===== src/rtl/cpu_types_pkg.sv =====
`default_nettype none
// ============================================================================
// Module   : cpu_types_pkg
// Brief    : Shared CPU types; instruction-cache state encoding and defaults.
// Revision : 1.0 - initial n-way icache types
// ============================================================================
package cpu_types_pkg;

   typedef enum logic [0:0] {
      IC_IDLE = 1'b0,
      IC_FILL = 1'b1
   } icache_state_t;

   localparam int ICACHE_WAYS  = 2;
   localparam int ICACHE_IDX_W = 3;
   localparam int ICACHE_BLK_W = 1;
   localparam int IBYT_W       = 2;

   // Index width for an n-entry selector, never narrower than one bit.
   function automatic int idx_width(input int n);
      return (n > 1) ? $clog2(n) : 1;
   endfunction

endpackage
`default_nettype wire


===== src/rtl/icache_victim_sel.sv =====
`default_nettype none
// ============================================================================
// Module   : icache_victim_sel
// Brief    : Replacement way choice: lowest invalid way, else per-set round robin.
// Revision : 1.0 - initial release
// ============================================================================
module icache_victim_sel #(
   parameter int WAYS  = 2,
   parameter int IDX_W = 3,
   parameter int WAY_W = 1
) (
   input  logic             CLK,
   input  logic             nRST,
   input  logic [IDX_W-1:0] i_sel_idx,
   input  logic [WAYS-1:0]  i_valid_set,
   input  logic             i_rr_adv,
   input  logic [IDX_W-1:0] i_adv_idx,
   output logic [WAY_W-1:0] o_victim,
   output logic             o_from_rr
);

   logic [WAY_W-1:0] w_rr_ptr;

   generate
      if (WAYS > 1) begin : g_rr
         logic [WAY_W-1:0] r_rr [2**IDX_W];

         always_ff @(posedge CLK or negedge nRST) begin
            if (!nRST) begin
               for (int s = 0; s < 2**IDX_W; s++) r_rr[s] <= '0;
            end else if (i_rr_adv) begin
               r_rr[i_adv_idx] <= r_rr[i_adv_idx] + 1'b1;
            end
         end

         assign w_rr_ptr = r_rr[i_sel_idx];
      end else begin : g_no_rr
         assign w_rr_ptr = '0;
      end
   endgenerate

   // Descending scan so the lowest invalid way is the final winner.
   always_comb begin
      o_victim  = w_rr_ptr;
      o_from_rr = 1'b1;
      for (int w = WAYS - 1; w >= 0; w--) begin
         if (!i_valid_set[w]) begin
            o_victim  = WAY_W'(w);
            o_from_rr = 1'b0;
         end
      end
   end

endmodule
`default_nettype wire


===== src/rtl/icache_nway.sv =====
`default_nettype none
// ============================================================================
// Module   : icache_nway
// Brief    : N-way set-associative multi-word-line icache with flush.
//            Define ICACHE_STATS_EN to add hit_count/miss_count outputs.
// Revision : 1.0 - initial release
// ============================================================================
module icache_nway
   import cpu_types_pkg::*;
#(
   parameter int WAYS  = ICACHE_WAYS,
   parameter int IDX_W = ICACHE_IDX_W,
   parameter int BLK_W = ICACHE_BLK_W
) (
   input  logic        CLK,
   input  logic        nRST,
   input  logic        imemREN,
   input  logic [31:0] imemaddr,
   input  logic        iflush,
   output logic        ihit,
   output logic [31:0] imemload,
   output logic        iREN,
   output logic [31:0] iaddr,
   input  logic        iwait,
   input  logic [31:0] iload
`ifdef ICACHE_STATS_EN
   ,output logic [31:0] hit_count
   ,output logic [31:0] miss_count
`endif
);

   localparam int TAG_W = 32 - IDX_W - BLK_W - IBYT_W;
   localparam int SETS  = 2**IDX_W;
   localparam int WORDS = 2**BLK_W;
   localparam int WAY_W = idx_width(WAYS);
   localparam int CNT_W = idx_width(WORDS);

   icache_state_t    r_state, w_state_nxt;
   logic [WAYS-1:0]  r_valid [SETS];
   logic [TAG_W-1:0] r_tag   [SETS][WAYS];
   logic [31:0]      r_data  [SETS][WAYS][WORDS];
   logic [TAG_W-1:0] r_ltag;
   logic [IDX_W-1:0] r_lidx;
   logic [WAY_W-1:0] r_victim;
   logic             r_from_rr;
   logic [CNT_W-1:0] r_wordcnt;

   logic [TAG_W-1:0] w_tag;
   logic [IDX_W-1:0] w_idx;
   logic [CNT_W-1:0] w_off;
   logic             w_hit;
   logic [WAY_W-1:0] w_hit_way;
   logic [WAY_W-1:0] w_victim;
   logic             w_from_rr;
   logic             w_miss, w_accept, w_last, w_done;
   logic             w_unused_byte;

   assign w_tag         = imemaddr[31 -: TAG_W];
   assign w_idx         = imemaddr[IBYT_W + BLK_W +: IDX_W];
   assign w_unused_byte = ^imemaddr[IBYT_W-1:0];

   generate
      if (BLK_W > 0) begin : g_off
         assign w_off = imemaddr[IBYT_W +: CNT_W];
      end else begin : g_no_off
         assign w_off = '0;
      end
   endgenerate

   // Descending scan lets the lowest matching way win.
   always_comb begin
      w_hit     = 1'b0;
      w_hit_way = '0;
      for (int w = WAYS - 1; w >= 0; w--) begin
         if (r_valid[w_idx][w] && (r_tag[w_idx][w] == w_tag)) begin
            w_hit     = 1'b1;
            w_hit_way = WAY_W'(w);
         end
      end
   end

   assign ihit     = (r_state == IC_IDLE) && imemREN && w_hit && !iflush;
   assign imemload = ihit ? r_data[w_idx][w_hit_way][w_off] : '0;
   assign iREN     = (r_state == IC_FILL);
   assign iaddr    = {r_ltag, r_lidx, {(BLK_W + IBYT_W){1'b0}}}
                   | (32'(r_wordcnt) << IBYT_W);

   assign w_miss   = (r_state == IC_IDLE) && imemREN && !w_hit && !iflush;
   assign w_accept = (r_state == IC_FILL) && !iwait;
   assign w_last   = w_accept && (r_wordcnt == CNT_W'(WORDS - 1));
   assign w_done   = w_last && !iflush;

   icache_victim_sel #(
      .WAYS  (WAYS),
      .IDX_W (IDX_W),
      .WAY_W (WAY_W)
   ) u_victim_sel (
      .CLK         (CLK),
      .nRST        (nRST),
      .i_sel_idx   (w_idx),
      .i_valid_set (r_valid[w_idx]),
      .i_rr_adv    (w_done && r_from_rr),
      .i_adv_idx   (r_lidx),
      .o_victim    (w_victim),
      .o_from_rr   (w_from_rr)
   );

   always_ff @(posedge CLK or negedge nRST) begin
      if (!nRST) r_state <= IC_IDLE;
      else       r_state <= w_state_nxt;
   end

   always_comb begin
      w_state_nxt = r_state;
      case (r_state)
         IC_IDLE: if (w_miss)           w_state_nxt = IC_FILL;
         IC_FILL: if (iflush || w_last) w_state_nxt = IC_IDLE;
         default:                       w_state_nxt = IC_IDLE;
      endcase
   end

   // Victim line is invalidated at miss time so an aborted fill leaves no stale hit.
   always_ff @(posedge CLK or negedge nRST) begin
      if (!nRST) begin
         for (int s = 0; s < SETS; s++) r_valid[s] <= '0;
         r_ltag    <= '0;
         r_lidx    <= '0;
         r_victim  <= '0;
         r_from_rr <= 1'b0;
         r_wordcnt <= '0;
      end else if (iflush) begin
         for (int s = 0; s < SETS; s++) r_valid[s] <= '0;
      end else if (w_miss) begin
         r_ltag                   <= w_tag;
         r_lidx                   <= w_idx;
         r_victim                 <= w_victim;
         r_from_rr                <= w_from_rr;
         r_wordcnt                <= '0;
         r_valid[w_idx][w_victim] <= 1'b0;
      end else if (w_accept) begin
         if (w_last) r_valid[r_lidx][r_victim] <= 1'b1;
         else        r_wordcnt <= r_wordcnt + 1'b1;
      end
   end

   always_ff @(posedge CLK) begin
      if (w_accept) r_data[r_lidx][r_victim][r_wordcnt] <= iload;
      if (w_done)   r_tag[r_lidx][r_victim]             <= r_ltag;
   end

`ifdef ICACHE_STATS_EN
   logic [31:0] r_hit_count, r_miss_count;

   always_ff @(posedge CLK or negedge nRST) begin
      if (!nRST) begin
         r_hit_count  <= '0;
         r_miss_count <= '0;
      end else begin
         if (ihit)   r_hit_count  <= r_hit_count + 32'd1;
         if (w_miss) r_miss_count <= r_miss_count + 32'd1;
      end
   end

   assign hit_count  = r_hit_count;
   assign miss_count = r_miss_count;
`endif

endmodule
`default_nettype wire


===== config.mk =====
export PLATFORM = sky130hd
export DESIGN_NAME = icache_nway
export DESIGN_NICKNAME = d
export VERILOG_FILES = /design/src/rtl/cpu_types_pkg.sv /design/src/rtl/icache_victim_sel.sv /design/src/rtl/icache_nway.sv
export SDC_FILE = /design/constraint.sdc
export NUM_CORES = 2
export LEC_CHECK = 0
export ABC_CLOCK_PERIOD_IN_PS = 8500
export BUFFER_PORTS_ARGS = -buffer_cell sky130_fd_sc_hd__clkbuf_2
export CAP_MARGIN = 20
export CORE_ASPECT_RATIO = 0.7
export CORE_MARGIN = 1
export CORE_UTILIZATION = 40
export CTS_BUF_LIST = sky130_fd_sc_hd__clkbuf_2 sky130_fd_sc_hd__clkbuf_4 sky130_fd_sc_hd__clkbuf_8
export DETAILED_ROUTE_END_ITERATION = 8
export SYNTH_ARGS = -nofsm -noshare
export SYNTH_HDL_FRONTEND = slang
export SYNTH_SLANG_ARGS = --single-unit
export TNS_END_PERCENT = 10

===== constraint.sdc =====
create_clock -name CLK -period 8.5 [get_ports CLK]
set_input_delay 0.85 -clock CLK [delete_from_list [all_inputs] [get_ports CLK]]
set_output_delay 0.85 -clock CLK [all_outputs]
set_load 0.02 [all_outputs]

==> out/qor.yml <==
hp-class: "input port to asynchronous set/reset pin"
synth_seq_cells: 1497
grt_pass1_vias: 32500
max_slew_margin: 0.325
nets: 3668
ant_nets: 0
drive_gt1_frac: 0.234
multiInputGateArea_um2: 13300
cts_setup_buffers: 0
antenna_found_initial: 11
htreeDepth: 4
dr_total_vias: 33800
status: "complete, no violations"
cts_buffers: 223
fmax_mhz: 150
synth_flop_cell: "edfxtp_1"
crit_fanout: 79
die-area_um2: 148000
die_x_um: 459
dp_slack_ps: 1930
synth_warnings: 0
final-setup-viol-count: 0
synthToLayoutAreaGrowth_pct: 13.3
grt_pass1_wl_um: 244000
final_cells: 5742
skew_ps: 60.1
cap_violations: 0
layout_commonest_cell: "edfxtp_1"
drc: 0
worstPathRequired_ps: 7650
async_reset_ff_frac: 0.0381
grt_overflow: 0
routedWlPerCell_um: 30.6
arrival_ps: 5830
io-pin-count: 135
die_h_um: 322
setup_ws_ps: 1820
period_minus_slack_ps: 6680
fillers: 12400
avgSynthCellArea_um2: 17.4
port_buffers: 130
hold_viol_final: 0
finalMaxSlewViolations: 0
clk_latency_ps: 960
regArea_um2: 44700
grt_use_total: 0.234
drt_iter0_markers: 4868
tritoncts: "done"
rsz0062_at_grt: "no"
ys_seq_area_frac: 0.763
grt_max_degree: 130
wirelength_um: 176000
crit_top_cell: "a21oi_1"
vdd_drop_max_mv: 0.167
synth-edff-count: 1440
ctsResizeCount: 0
crit_type: "input port to output port"
holdBufCountCts: 0
cts_sinks: 1497
slowest_stage: "nor4_1"
firstDrtPassIters: 6
slowest_delay_ps: 700
gp_congestion: 0.761
synth_cells: 3363
start_kind: "input port"
dp_cells: 5337
start_util: 0.403
path_clk_slew_ps: 60
synthesis.area_um2: 58600
final_cell_mix: "edfxtp_1 (1440), clkbuf_8 (242), mux2i_1 (237)"
powerDensity_nw_per_um2: 229
vias_per_cell: 5.89
tns_ps: 0
row_count: 117
core_um2: 145000
yosysUniqueCellTypes: 66
dp_hpwl_um: 86800
worst_pin_slew_ps: 1010
p_leak_nw: 21.6
root_buffer: "clkbuf_8"
cp-end-kind: "output port"
finalCritPeriodShare: 0.786
worstPathCellList: "buf_6 -> nor2b_4 -> buf_4 -> a22oi_1 -> a21oi_1 -> o22ai_1 -> nor4_1 -> nand4_1 -> buf_12 -> nand2b_1 -> a21oi_1 -> clkbuf_2"
clk_path_buf_depth: 3
reg2reg_slack_ps: 4560
==> cell families (layout without fill, tap and decap cells) <==
kind of cell,count (synthesis),after routing,synth area share
muxes,500,500,0.104
other,1,6,0.0000640
DFF,1497,1497,0.763
xor gates and xnor gates,25,25,0.00374
AOI/OAI and AO/OA,723,723,0.0821
buffers and inverters,231,642,0.0177
and+or+nand+nor,386,386,0.0299
==> per-layer routing <==
layer  up-vias  wire (um)  track usage
met5         -         49            0
met4         8       4410       0.0714
met1     17400      74100        0.339
met2      1924      79100        0.351
met3       298      18000       0.0519
li1      14100          -            -
==> flip-flops by register name (all words and copies together) (netlist names) <==
| register | cells |
|---|---|
| r_data | 1024 |
| r_tag | 416 |
| r_ltag | 26 |
| r_valid | 16 |
| u_victim_sel.g_rr.r_rr | 8 |
| r_lidx | 3 |
| iREN | 1 |
| r_from_rr | 1 |
| r_victim | 1 |
| r_wordcnt | 1 |
==> cells in the mapped netlist, types with 12 or more instances <==
cell | n | area [um2]
mux2i_1 | 237 | 2370
and3_1 | 21 | 131
mux2_1 | 27 | 304
o22ai_1 | 189 | 1180
a311oi_1 | 16 | 140
buf_1 | 20 | 75.1
mux2_2 | 170 | 1910
nand2_1 | 74 | 278
buf_4 | 27 | 203
mux4_2 | 66 | 1490
a221o_1 | 12 | 120
xor2_1 | 15 | 131
nand3_1 | 32 | 160
a221oi_1 | 26 | 228
o221ai_1 | 56 | 490
edfxtp_1 | 1440 | 43200
a22oi_1 | 60 | 450
nand2b_1 | 16 | 100
o21ai_0 | 90 | 450
a21oi_1 | 150 | 751
a21o_1 | 12 | 90.1
dfrtp_1 | 57 | 1430
o22a_1 | 12 | 105
buf_2 | 37 | 185
clkbuf_1 | 131 | 492
a211oi_1 | 22 | 165
o211ai_1 | 21 | 158
nor3_1 | 33 | 165
nor2_1 | 171 | 642
==> critical path: cells and delay by family <==
kind / cells / cell delay [ps]
buffers and inverters: 4 / 1720
AND/OR/NAND/NOR: 4 / 1920
AO/OA/AOI/OAI: 4 / 1020
==> stage by stage <==
stage | hold WS [ps] | area, um2 | util | power, W
after floorplan | 481 | 58600 | - | 0.00903
after global routing | 70.3 | 66400 | 0.457 | 0.0157
after global placement | 496 | 61900 | 0.426 | 0.00948
after CTS | 5.83 | 66400 | 0.457 | 0.0153
after detailed placement | 501 | 61900 | 0.426 | 0.00950
final | 43.8 | 66400 | 0.457 | 0.0152
==> final timing paths <==
check | startpoint | endpoint | cells after the start
max reg2reg | r_tag[0][27] | r_ltag[22] | 10
max | imemaddr[4] | imemload[2] | 12
min in group CLK | imemaddr[6] | r_ltag[0] | 2
max in group asynchronous | nRST | r_ltag[6] | 1
min reg2reg | u_victim_sel.g_rr.r_rr[0] | u_victim_sel.g_rr.r_rr[0] | 1
min | nRST | r_ltag[10] | 1
==> where the power goes <==
part / switching [W] / total [W] / leakage, nW / internal, W
Sequential: 0.000155 / 0.00843 / 13.7 / 0.00828
Clock: 0.00280 / 0.00586 / 2.34 / 0.00306
Combinational: 0.000649 / 0.000922 / 5.55 / 0.000273
==> final cells by class <==
type / count / share of cell area
multi-input combinational: 1636 / 0.200
clock inverter: 92 / 0.00888
sequential: 1497 / 0.673
antenna: 4 / 0.000151
clock buffer: 309 / 0.0578
inverter: 13 / 0.000773
tap: 1963 / 0.0370
timing repair buffer: 228 / 0.0223
(Power assumes the default switching activity.)
